--- src/rtl/alpu_seq_divider_if.sv ---
// Operand/result bundle for the ALPU sequential divider.
// Handshake: a beat transfers on a rising edge where valid && ready; valid never waits on ready.
interface alpu_seq_divider_if #(
    parameter int REG_WIDTH = 8
) ();
    logic                 in_valid;
    logic                 in_ready;
    logic                 in_signed;
    logic [REG_WIDTH-1:0] in_dividend;
    logic [REG_WIDTH-1:0] in_divisor;
    logic                 out_valid;
    logic                 out_ready;
    logic [REG_WIDTH-1:0] out_quotient;
    logic [REG_WIDTH-1:0] out_remainder;
    logic                 out_div_by_zero;

    modport master (
        output in_valid, in_signed, in_dividend, in_divisor, out_ready,
        input  in_ready, out_valid, out_quotient, out_remainder, out_div_by_zero
    );

    modport slave (
        input  in_valid, in_signed, in_dividend, in_divisor, out_ready,
        output in_ready, out_valid, out_quotient, out_remainder, out_div_by_zero
    );
endinterface

--- src/rtl/alpu_seq_divider.sv ---
// Restoring divider, one quotient bit per cycle; the trial subtraction reuses the ALPU
// inverter plus a two-half carry-lookahead adder. Signed ops go through magnitude and sign fix-up.
module alpu_seq_divider #(
    parameter int REG_WIDTH = 8
) (
    input  logic                clk,
    input  logic                reset,
    alpu_seq_divider_if.slave   bus,
    output logic [2:0]          dbg_state
);
    localparam int RW    = REG_WIDTH + 1;
    localparam int LO_W  = RW / 2;
    localparam int HI_W  = RW - LO_W;
    localparam int CNT_W = $clog2(REG_WIDTH);

    typedef enum logic [2:0] {
        IDLE = 3'd0,
        PRE  = 3'd1,
        ITER = 3'd2,
        POST = 3'd3,
        DONE = 3'd4
    } state_t;

    state_t state_q, state_d;

    logic [REG_WIDTH-1:0] dvd_q;
    logic [REG_WIDTH-1:0] dsr_q;
    logic [REG_WIDTH-1:0] orig_q;
    logic [REG_WIDTH-1:0] rem_q;
    logic [REG_WIDTH-1:0] quo_q;
    logic [CNT_W-1:0]     cnt_q;
    logic                 signed_q;
    logic                 dvd_neg_q;
    logic                 dsr_neg_q;
    logic                 dz_q;

    logic [REG_WIDTH-1:0] res_quo_q;
    logic [REG_WIDTH-1:0] res_rem_q;
    logic                 res_dz_q;

    function automatic logic [REG_WIDTH-1:0] alpu_invert(input logic [REG_WIDTH-1:0] x);
        return ~x;
    endfunction

    function automatic logic [REG_WIDTH-1:0] negate(input logic [REG_WIDTH-1:0] x);
        return alpu_invert(x) + REG_WIDTH'(1);
    endfunction

    // Lower adder half: returns {carry_out, sum} so the carry can feed the upper half.
    function automatic logic [LO_W:0] cla_lo(input logic [LO_W-1:0] a,
                                             input logic [LO_W-1:0] b,
                                             input logic            cin);
        logic [LO_W-1:0] g;
        logic [LO_W-1:0] p;
        logic [LO_W:0]   c;
        g    = a & b;
        p    = a ^ b;
        c[0] = cin;
        for (int i = 0; i < LO_W; i++) begin
            c[i+1] = g[i] | (p[i] & c[i]);
        end
        return {c[LO_W], p ^ c[LO_W-1:0]};
    endfunction

    function automatic logic [HI_W-1:0] cla_hi(input logic [HI_W-1:0] a,
                                               input logic [HI_W-1:0] b,
                                               input logic            cin);
        logic [HI_W-1:0] g;
        logic [HI_W-1:0] p;
        logic [HI_W:0]   c;
        g    = a & b;
        p    = a ^ b;
        c[0] = cin;
        for (int i = 0; i < HI_W; i++) begin
            c[i+1] = g[i] | (p[i] & c[i]);
        end
        return p ^ c[HI_W-1:0];
    endfunction

    // Trial subtraction rem_shift - divisor at REG_WIDTH+1 bits; MSB set means it went negative.
    logic [RW-1:0]   rem_shift;
    logic [RW-1:0]   trial_b;
    logic [LO_W:0]   lo_res;
    logic [HI_W-1:0] hi_res;
    logic [RW-1:0]   trial;
    logic            trial_neg;

    always_comb begin
        rem_shift = {rem_q, dvd_q[REG_WIDTH-1]};
        trial_b   = ~{1'b0, dsr_q};
        lo_res    = cla_lo(rem_shift[LO_W-1:0], trial_b[LO_W-1:0], 1'b1);
        hi_res    = cla_hi(rem_shift[RW-1:LO_W], trial_b[RW-1:LO_W], lo_res[LO_W]);
        trial     = {hi_res, lo_res[LO_W-1:0]};
        trial_neg = trial[RW-1];
    end

    always_comb begin
        state_d = state_q;
        case (state_q)
            IDLE:    if (bus.in_valid) state_d = PRE;
            PRE:     state_d = ITER;
            ITER:    if (cnt_q == '0) state_d = POST;
            POST:    state_d = DONE;
            DONE:    if (bus.out_ready) state_d = IDLE;
            default: state_d = IDLE;
        endcase
    end

    always_ff @(posedge clk) begin
        if (reset) begin
            state_q   <= IDLE;
            dvd_q     <= '0;
            dsr_q     <= '0;
            orig_q    <= '0;
            rem_q     <= '0;
            quo_q     <= '0;
            cnt_q     <= '0;
            signed_q  <= 1'b0;
            dvd_neg_q <= 1'b0;
            dsr_neg_q <= 1'b0;
            dz_q      <= 1'b0;
            res_quo_q <= '0;
            res_rem_q <= '0;
            res_dz_q  <= 1'b0;
        end else begin
            state_q <= state_d;
            case (state_q)
                IDLE: begin
                    if (bus.in_valid) begin
                        dvd_q    <= bus.in_dividend;
                        dsr_q    <= bus.in_divisor;
                        orig_q   <= bus.in_dividend;
                        signed_q <= bus.in_signed;
                    end
                end
                PRE: begin
                    dz_q      <= (dsr_q == '0);
                    dvd_neg_q <= signed_q & dvd_q[REG_WIDTH-1];
                    dsr_neg_q <= signed_q & dsr_q[REG_WIDTH-1];
                    if (signed_q && dvd_q[REG_WIDTH-1]) dvd_q <= negate(dvd_q);
                    if (signed_q && dsr_q[REG_WIDTH-1]) dsr_q <= negate(dsr_q);
                    rem_q <= '0;
                    quo_q <= '0;
                    cnt_q <= CNT_W'(REG_WIDTH - 1);
                end
                ITER: begin
                    rem_q <= trial_neg ? rem_shift[REG_WIDTH-1:0] : trial[REG_WIDTH-1:0];
                    dvd_q <= {dvd_q[REG_WIDTH-2:0], 1'b0};
                    quo_q <= {quo_q[REG_WIDTH-2:0], ~trial_neg};
                    if (cnt_q != '0) cnt_q <= cnt_q - CNT_W'(1);
                end
                POST: begin
                    // A zero divisor overrides the sign fix-up and reports the untouched dividend.
                    if (dz_q) begin
                        res_quo_q <= '1;
                        res_rem_q <= orig_q;
                        res_dz_q  <= 1'b1;
                    end else begin
                        res_quo_q <= (dvd_neg_q ^ dsr_neg_q) ? negate(quo_q) : quo_q;
                        res_rem_q <= dvd_neg_q ? negate(rem_q) : rem_q;
                        res_dz_q  <= 1'b0;
                    end
                end
                default: begin
                end
            endcase
        end
    end

    assign bus.in_ready        = (state_q == IDLE);
    assign bus.out_valid       = (state_q == DONE);
    assign bus.out_quotient    = res_quo_q;
    assign bus.out_remainder   = res_rem_q;
    assign bus.out_div_by_zero = res_dz_q;
    assign dbg_state           = 3'(state_q);
endmodule
--- src/flat_wrapper.sv ---
// flat-port wrapper written by rule: the top's interface ports become plain ports
module alpu_seq_divider_flat 
#(
    parameter int REG_WIDTH = 8
)
  (clk, reset, dbg_state, bus_in_valid, bus_in_signed, bus_in_dividend, bus_in_divisor, bus_out_ready, bus_in_ready, bus_out_valid, bus_out_quotient, bus_out_remainder, bus_out_div_by_zero);
  alpu_seq_divider_if #(.REG_WIDTH(REG_WIDTH)) bus_i ();
  input  logic clk;
  input  logic reset;
  output logic [2:0] dbg_state;
  input wire logic [$bits(bus_i.in_valid)-1:0] bus_in_valid;
  input wire logic [$bits(bus_i.in_signed)-1:0] bus_in_signed;
  input wire logic [$bits(bus_i.in_dividend)-1:0] bus_in_dividend;
  input wire logic [$bits(bus_i.in_divisor)-1:0] bus_in_divisor;
  input wire logic [$bits(bus_i.out_ready)-1:0] bus_out_ready;
  output wire logic [$bits(bus_i.in_ready)-1:0] bus_in_ready;
  output wire logic [$bits(bus_i.out_valid)-1:0] bus_out_valid;
  output wire logic [$bits(bus_i.out_quotient)-1:0] bus_out_quotient;
  output wire logic [$bits(bus_i.out_remainder)-1:0] bus_out_remainder;
  output wire logic [$bits(bus_i.out_div_by_zero)-1:0] bus_out_div_by_zero;
  assign bus_i.in_valid = bus_in_valid;
  assign bus_i.in_signed = bus_in_signed;
  assign bus_i.in_dividend = bus_in_dividend;
  assign bus_i.in_divisor = bus_in_divisor;
  assign bus_i.out_ready = bus_out_ready;
  assign bus_in_ready = bus_i.in_ready;
  assign bus_out_valid = bus_i.out_valid;
  assign bus_out_quotient = bus_i.out_quotient;
  assign bus_out_remainder = bus_i.out_remainder;
  assign bus_out_div_by_zero = bus_i.out_div_by_zero;
  alpu_seq_divider #(.REG_WIDTH(REG_WIDTH)) u_core (.clk(clk), .reset(reset), .bus(bus_i), .dbg_state(dbg_state));
endmodule
--- config.mk ---
export PLATFORM = sky130hd
export DESIGN_NAME = alpu_seq_divider_flat
export DESIGN_NICKNAME = d
export VERILOG_FILES = /design/src/rtl/alpu_seq_divider_if.sv /design/src/rtl/alpu_seq_divider.sv /design/src/flat_wrapper.sv
export SDC_FILE = /design/constraint.sdc
export NUM_CORES = 1
export LEC_CHECK = 0
export CORE_MARGIN = 3
export CORE_UTILIZATION = 40
export DETAILED_ROUTE_END_ITERATION = 10
export HOLD_SLACK_MARGIN = 0.05
export PLACE_DENSITY_LB_ADDON = 0.05
export REMOVE_ABC_BUFFERS = 1
export SLEW_MARGIN = 25
export SYNTH_ARGS = -nofsm -noshare
export SYNTH_HDL_FRONTEND = slang
export SYNTH_SLANG_ARGS = --single-unit
--- constraint.sdc ---
create_clock -name clk -period 3.85 [get_ports clk]
set_input_delay 0.5775 -clock clk [delete_from_list [all_inputs] [get_ports clk]]
set_output_delay 0.5775 -clock clk [all_outputs]
set_load 0.05 [all_outputs]
Word level (Yosys, flattened, before mapping) --
Index checks and enable logic that the tools add are counted.
Operators by class: multiplexer cells 20, bitwise gates (word level) 30, reductions and logical operators 14, $add $sub $neg 5, equal/unequal tests 10
Operators by type and width (number):
- 2-to-1 mux 8 bit | 9
- case mux 8 bit (2 select lines) | 3
- adder 8 x 1 -> 8 bit, second input constant | 4
- NOT 8 bit | 4
- case mux 8 bit (3 select lines) | 1
- case mux 3 bit (5 select lines) | 1
- 2-to-1 mux 3 bit | 4
- XOR 5 bit | 2
- AND 1 bit | 9
- NOT 8 -> 9 bit | 1
- AND reduction 3 bit | 3
- AND 4 bit | 2
- logical NOT 8 bit | 1
- != test 2 x 1 -> 1 bit, second input constant | 4
- bitwise OR 1 bit | 8
- XOR 4 bit | 2
- equality test 3 x 2 -> 1 bit, second input constant | 2
- logical NOT 3 bit | 2
- case mux 3 bit (2 select lines) | 1
- nonzero test 3 bit | 2
- != test 2 bit, second input constant | 2
- AND reduction 2 bit | 2
- nonzero test 2 bit | 2
- equality test 3 x 1 -> 1 bit, second input constant | 1
- 6 further kinds | 7
Word-level totals: output and inout port bits 22, word-level logic and storage cells 93, flip-flop bits (word level) 67

Depth between registers and ports, before layout --
depth in word-level cells 20, mapped depth 17

Worst setup path before layout --
OpenSTA, ideal clock, no wires.
path kind reg2reg, start register u_core.dvd_q[7], end register u_core.rem_q[1], slack -0.188 ns, data required time 3.722 ns, setup time 0.128 ns, arrival time 3.910 ns, buffers on the path 1, clock period less this slack 4.038 ns, cell stages (with the launch flop) 18, cells stage by stage dfxtp_1 > inv_1 > ha_1 > inv_1 > fa_1 > inv_1 > fa_1 > inv_1 > fa_1 > fa_1 > fa_1 > fa_1 > fa_1 > xor2_1 > buf_2 > mux2_2 > a22oi_1 > nor2_1
On the way: longest elaborated chain between the ends 19, elaborated cells on any way between the ends 21
RTL lines:
- start, declared | line alpu_seq_divider.sv:26 | logic [REG_WIDTH-1:0] dvd_q;
- start signal, assigned | line alpu_seq_divider.sv:130 | dvd_q <= bus.in_dividend;
- start signal, assigned | line alpu_seq_divider.sv:140 | if (signed_q && dvd_q[REG_WIDTH-1]) dvd_q <= negate(dvd_q);
- start signal, assigned | line alpu_seq_divider.sv:148 | dvd_q <= {dvd_q[REG_WIDTH-2:0], 1'b0};
- AND 4 bit or XOR 4 bit (tied branches) | line alpu_seq_divider.sv:56, alpu_seq_divider.sv:57
- bitwise OR 1 bit (*) | line alpu_seq_divider.sv:60 | c[i+1] = g[i] | (p[i] & c[i]);
- AND 1 bit | line alpu_seq_divider.sv:60
- bitwise OR 1 bit | line alpu_seq_divider.sv:60
- AND 1 bit | line alpu_seq_divider.sv:60
- bitwise OR 1 bit | line alpu_seq_divider.sv:60
- AND 1 bit | line alpu_seq_divider.sv:60
- bitwise OR 1 bit | line alpu_seq_divider.sv:60
- (+3 left out)
- bitwise OR 1 bit | line alpu_seq_divider.sv:75 | c[i+1] = g[i] | (p[i] & c[i]);
- AND 1 bit | line alpu_seq_divider.sv:75
- bitwise OR 1 bit | line alpu_seq_divider.sv:75
- AND 1 bit | line alpu_seq_divider.sv:75
- bitwise OR 1 bit | line alpu_seq_divider.sv:75
- XOR 5 bit | line alpu_seq_divider.sv:77 | return p ^ c[HI_W-1:0];
- 2-to-1 mux 8 bit (*) | line alpu_seq_divider.sv:147 | rem_q <= trial_neg ? rem_shift[REG_WIDTH-1:0] : trial[REG_WIDTH-1:0];
- case mux 8 bit (2 select lines) (*) | line alpu_seq_divider.sv:127 | case (state_q)
- end signal, assigned | line alpu_seq_divider.sv:147
- end, declared | line alpu_seq_divider.sv:29 | logic [REG_WIDTH-1:0] rem_q;
Mark *: on every way between the ends. The rest lies on a longest branch, timed or not. A chain may end at the register's enable or synchronous reset.

Worst setup path in the final report --
start register u_core.dvd_q[7], end register u_core.rem_q[5]
On the way: longest elaborated chain between the ends 19, elaborated cells on any way between the ends 20
RTL lines (line):
- AND 4 bit or XOR 4 bit (tied branches) | alpu_seq_divider.sv:56, alpu_seq_divider.sv:57
- bitwise OR 1 bit (*) | alpu_seq_divider.sv:60
- AND 1 bit (*) | alpu_seq_divider.sv:60
- bitwise OR 1 bit (*) | alpu_seq_divider.sv:60
- AND 1 bit (*) | alpu_seq_divider.sv:60
- bitwise OR 1 bit (*) | alpu_seq_divider.sv:60
- AND 1 bit (*) | alpu_seq_divider.sv:60
- bitwise OR 1 bit (*) | alpu_seq_divider.sv:60
- (+3 left out)
- bitwise OR 1 bit | alpu_seq_divider.sv:75
- AND 1 bit | alpu_seq_divider.sv:75
- bitwise OR 1 bit | alpu_seq_divider.sv:75
- AND 1 bit | alpu_seq_divider.sv:75
- bitwise OR 1 bit | alpu_seq_divider.sv:75
- XOR 5 bit (*) | alpu_seq_divider.sv:77
- 2-to-1 mux 8 bit (*) | alpu_seq_divider.sv:147
- case mux 8 bit (2 select lines) (*) | alpu_seq_divider.sv:127
Marked as above.

==> run metrics <==
Cell Rows=34; Mapped Cells=about 440; synthesis-to-layout area growth=19.1%; first-pass GRT wire length=15700 µm; H-tree Lvls=3; Wirelength per Cell=16.1 µm; most common cell after layout, fill and taps aside=dfxtp_1; TritonCTS clock tree=built; DRC=0; CTS Buf Count=9; Post-synth top flop=dfxtp_1; Final period util=a little over nine tenths; Fin. Hold Viols=0; power density over cell area=475 nW/µm²; final setup margin=approximately 0.042 ns; multi-input logic area=2140 µm²; Clock Sinks=between 60 and 70; outcome=complete, no violations; Post-CTS Hold Buffers=0; CORE AREA=roughly 8800 µm²; Leak Pwr=0.00151 µW; Antenna Violating Nets Remaining=0; fmax=263 MHz; hold crit path type=flip-flop to flip-flop; Startpoint Class=flip-flop; Die W=between 100 and 150 µm; initial antenna violation count=0; CP endpoint kind=flip-flop; measured slew at the worst slew-check pin=0.999 ns; number of inserted diodes=0; Tot GR Track Use=19.4%; largest net degree at the start of global routing=45; slew margin rel.=33.3%; IO Port Bufs=42; gp weighted congestion=slightly above 0.8; most frequent cells in the layout=dfxtp_1 (65), nand2_1 (49), a21oi_1 (47); boundary pin count=43; FILL cells=888; WHS=0.454 ns; Remaining Overflow, GRT=0; drt total wl=9500 µm; initial DRC count=between 150 and 200; #FFs+latches synth=67; die height=around 100 µm; Final Critical Period=3.81 ns; dpl hpwl=6450 µm; clk_skew=between 0.01 and 0.015 ns; CTS Buffer Depth=2; router iterations before antenna repair=5; layout cells sized above 1=13.3%; vias per cell=5.58; Worst-Skew Late Latency=0.35 ns; Seq/Total Area, Yosys=between 30% and 40%; Setup CP Type=flip-flop to flip-flop; synth warn=0; mapped cell area=around 3700 µm²; worst path arrival time=4.02 ns; DR vias=3286; Setup Viol. Count Final=0; number of enable flip-flop cells after synthesis=0; die area=10400 µm²; CP required=4.06 ns; vias in the first global route=between 3000 and 4000; maxcap violations=0; Distinct cells, synth=61; VDD IR max=about 210 µV; Post-synth ARST share=0%; synthesized area per cell=8.28 µm²; unrepaired setup endpoints after global routing=yes; FF+latch area=1340 µm²; Initial Utilization=41.7%; Placement Setup Slack=-0.202 ns; max-slew violations=0; clock-pin transition on the worst setup and hold timing paths=0.07 ns; Crit Path Max Fanout=8; root buf cell=clkbuf_8; Final nets=a little over 500
## critical path: stages (launching register included)
cell     delay, ns
dfxtp_2       0.32
inv_2         0.06
ha_4          0.12
inv_2         0.03
fa_2          0.32
inv_2         0.06
fa_2          0.18
inv_2         0.04
fa_2          0.35
fa_2          0.35
fa_2          0.34
fa_2          0.34
fa_2          0.34
xor2_1        0.13
buf_4         0.18
mux2_2        0.34
a22oi_1       0.13
nor2_1        0.05
## state kept, by name, indices dropped and copies added, names as in the netlist, 3 cells and up
| register | cells |
|---|---|
| u_core.quo_q | 8 |
| u_core.bus.out_quotient | 8 |
| u_core.dvd_q | 8 |
| u_core.bus.out_remainder | 8 |
| u_core.cnt_q | 3 |
| u_core.dbg_state | 3 |
| u_core.orig_q | 8 |
| u_core.dsr_q | 8 |
| u_core.rem_q | 8 |
## kinds of logic after synthesis
group	count (synthesis)	synth area share [%]
and+or+nand+nor	154	21.5
AOI/OAI and AO/OA	133	23.6
DFF	67	36.5
buffers and inverters	55	6.64
adders and majority gates	14	6.19
xor gates and xnor gates	12	2.86
muxes	9	2.65
## cell usage after synthesis, types with 7 or more instances
cell type | count | area (µm²)
nand2b_1 | 10 | 62.6
nand2_1 | 50 | 188
ha_1 | 7 | 87.6
xnor2_1 | 10 | 87.6
o21ai_0 | 13 | 65.1
nor3_1 | 13 | 65.1
dfxtp_1 | 67 | 1340
o21ai_1 | 7 | 35.0
clkbuf_1 | 12 | 45.0
a31oi_1 | 10 | 62.6
nand3_1 | 7 | 35.0
nor2_1 | 36 | 135
fa_1 | 7 | 140
a22oi_1 | 18 | 135
a21oi_1 | 47 | 235
inv_1 | 25 | 93.8
buf_2 | 12 | 60.1
## per-stage QoR
step	power (µW)	instances	area (µm²)	utilization, %	TNS [ns]
floorplan	1310	415	3530	-	-2.52
global placement	1540	575	4160	47.2	-0.850
detailed placement	1550	575	4160	47.2	-1.28
CTS	2080	589	4340	49.3	-0.0423
global route	2230	589	4380	49.7	-0.623
finish	2080	589	4380	49.7	0
## per-layer routing
metal | up-vias | GRT usage, % | part of all wire, %
met4 | 0 | 4.74 | 0.33
li1 | 1652 | - | -
met2 | 61 | 30.0 | 46
met3 | 2 | 4.51 | 4.3
met1 | 1571 | 27.5 | 49
met5 | - | 0 | 0
## power breakdown
group / internal, µW / switching (µW) / total, µW / leakage (µW)
logic: 313 / 405 / 717 / 0.000871
registers: 757 / 91.9 / 848 / 0.000546
clock network: 258 / 256 / 514 / 0.0000908
total: 1330 / 753 / 2080 / 0.00151
## what timing repair did
item | CTS | global route
endpoints found under the setup margin | 8 | 8
resized for setup | 6 | 14
buffers inserted | 0 | 1
endpoints found under the hold margin | 0 | 0
pin swaps | 1 | 4
## path summary, 6_finish.rpt
path | slack (ns) | end | depth (start not counted) | from
min reg2reg | 0.45 | u_core.bus.out_remainder[2] | 2 | u_core.bus.out_remainder[2]
max | 0.04 | u_core.rem_q[5] | 17 | u_core.dvd_q[7]
min | 0.45 | u_core.bus.out_remainder[2] | 2 | u_core.bus.out_remainder[2]
max reg2reg | 0.04 | u_core.rem_q[5] | 17 | u_core.dvd_q[7]
## cell type report
type / count / area share, %
clock buffer: 11 / 3.46
clock inverter: 3 / 0.343
inverter: 26 / 2.23
multi-input combinational: 322 / 49.0
sequential: 67 / 30.7
tap: 108 / 3.09
timing repair buffer: 52 / 11.2
(Power assumes the default switching activity.)
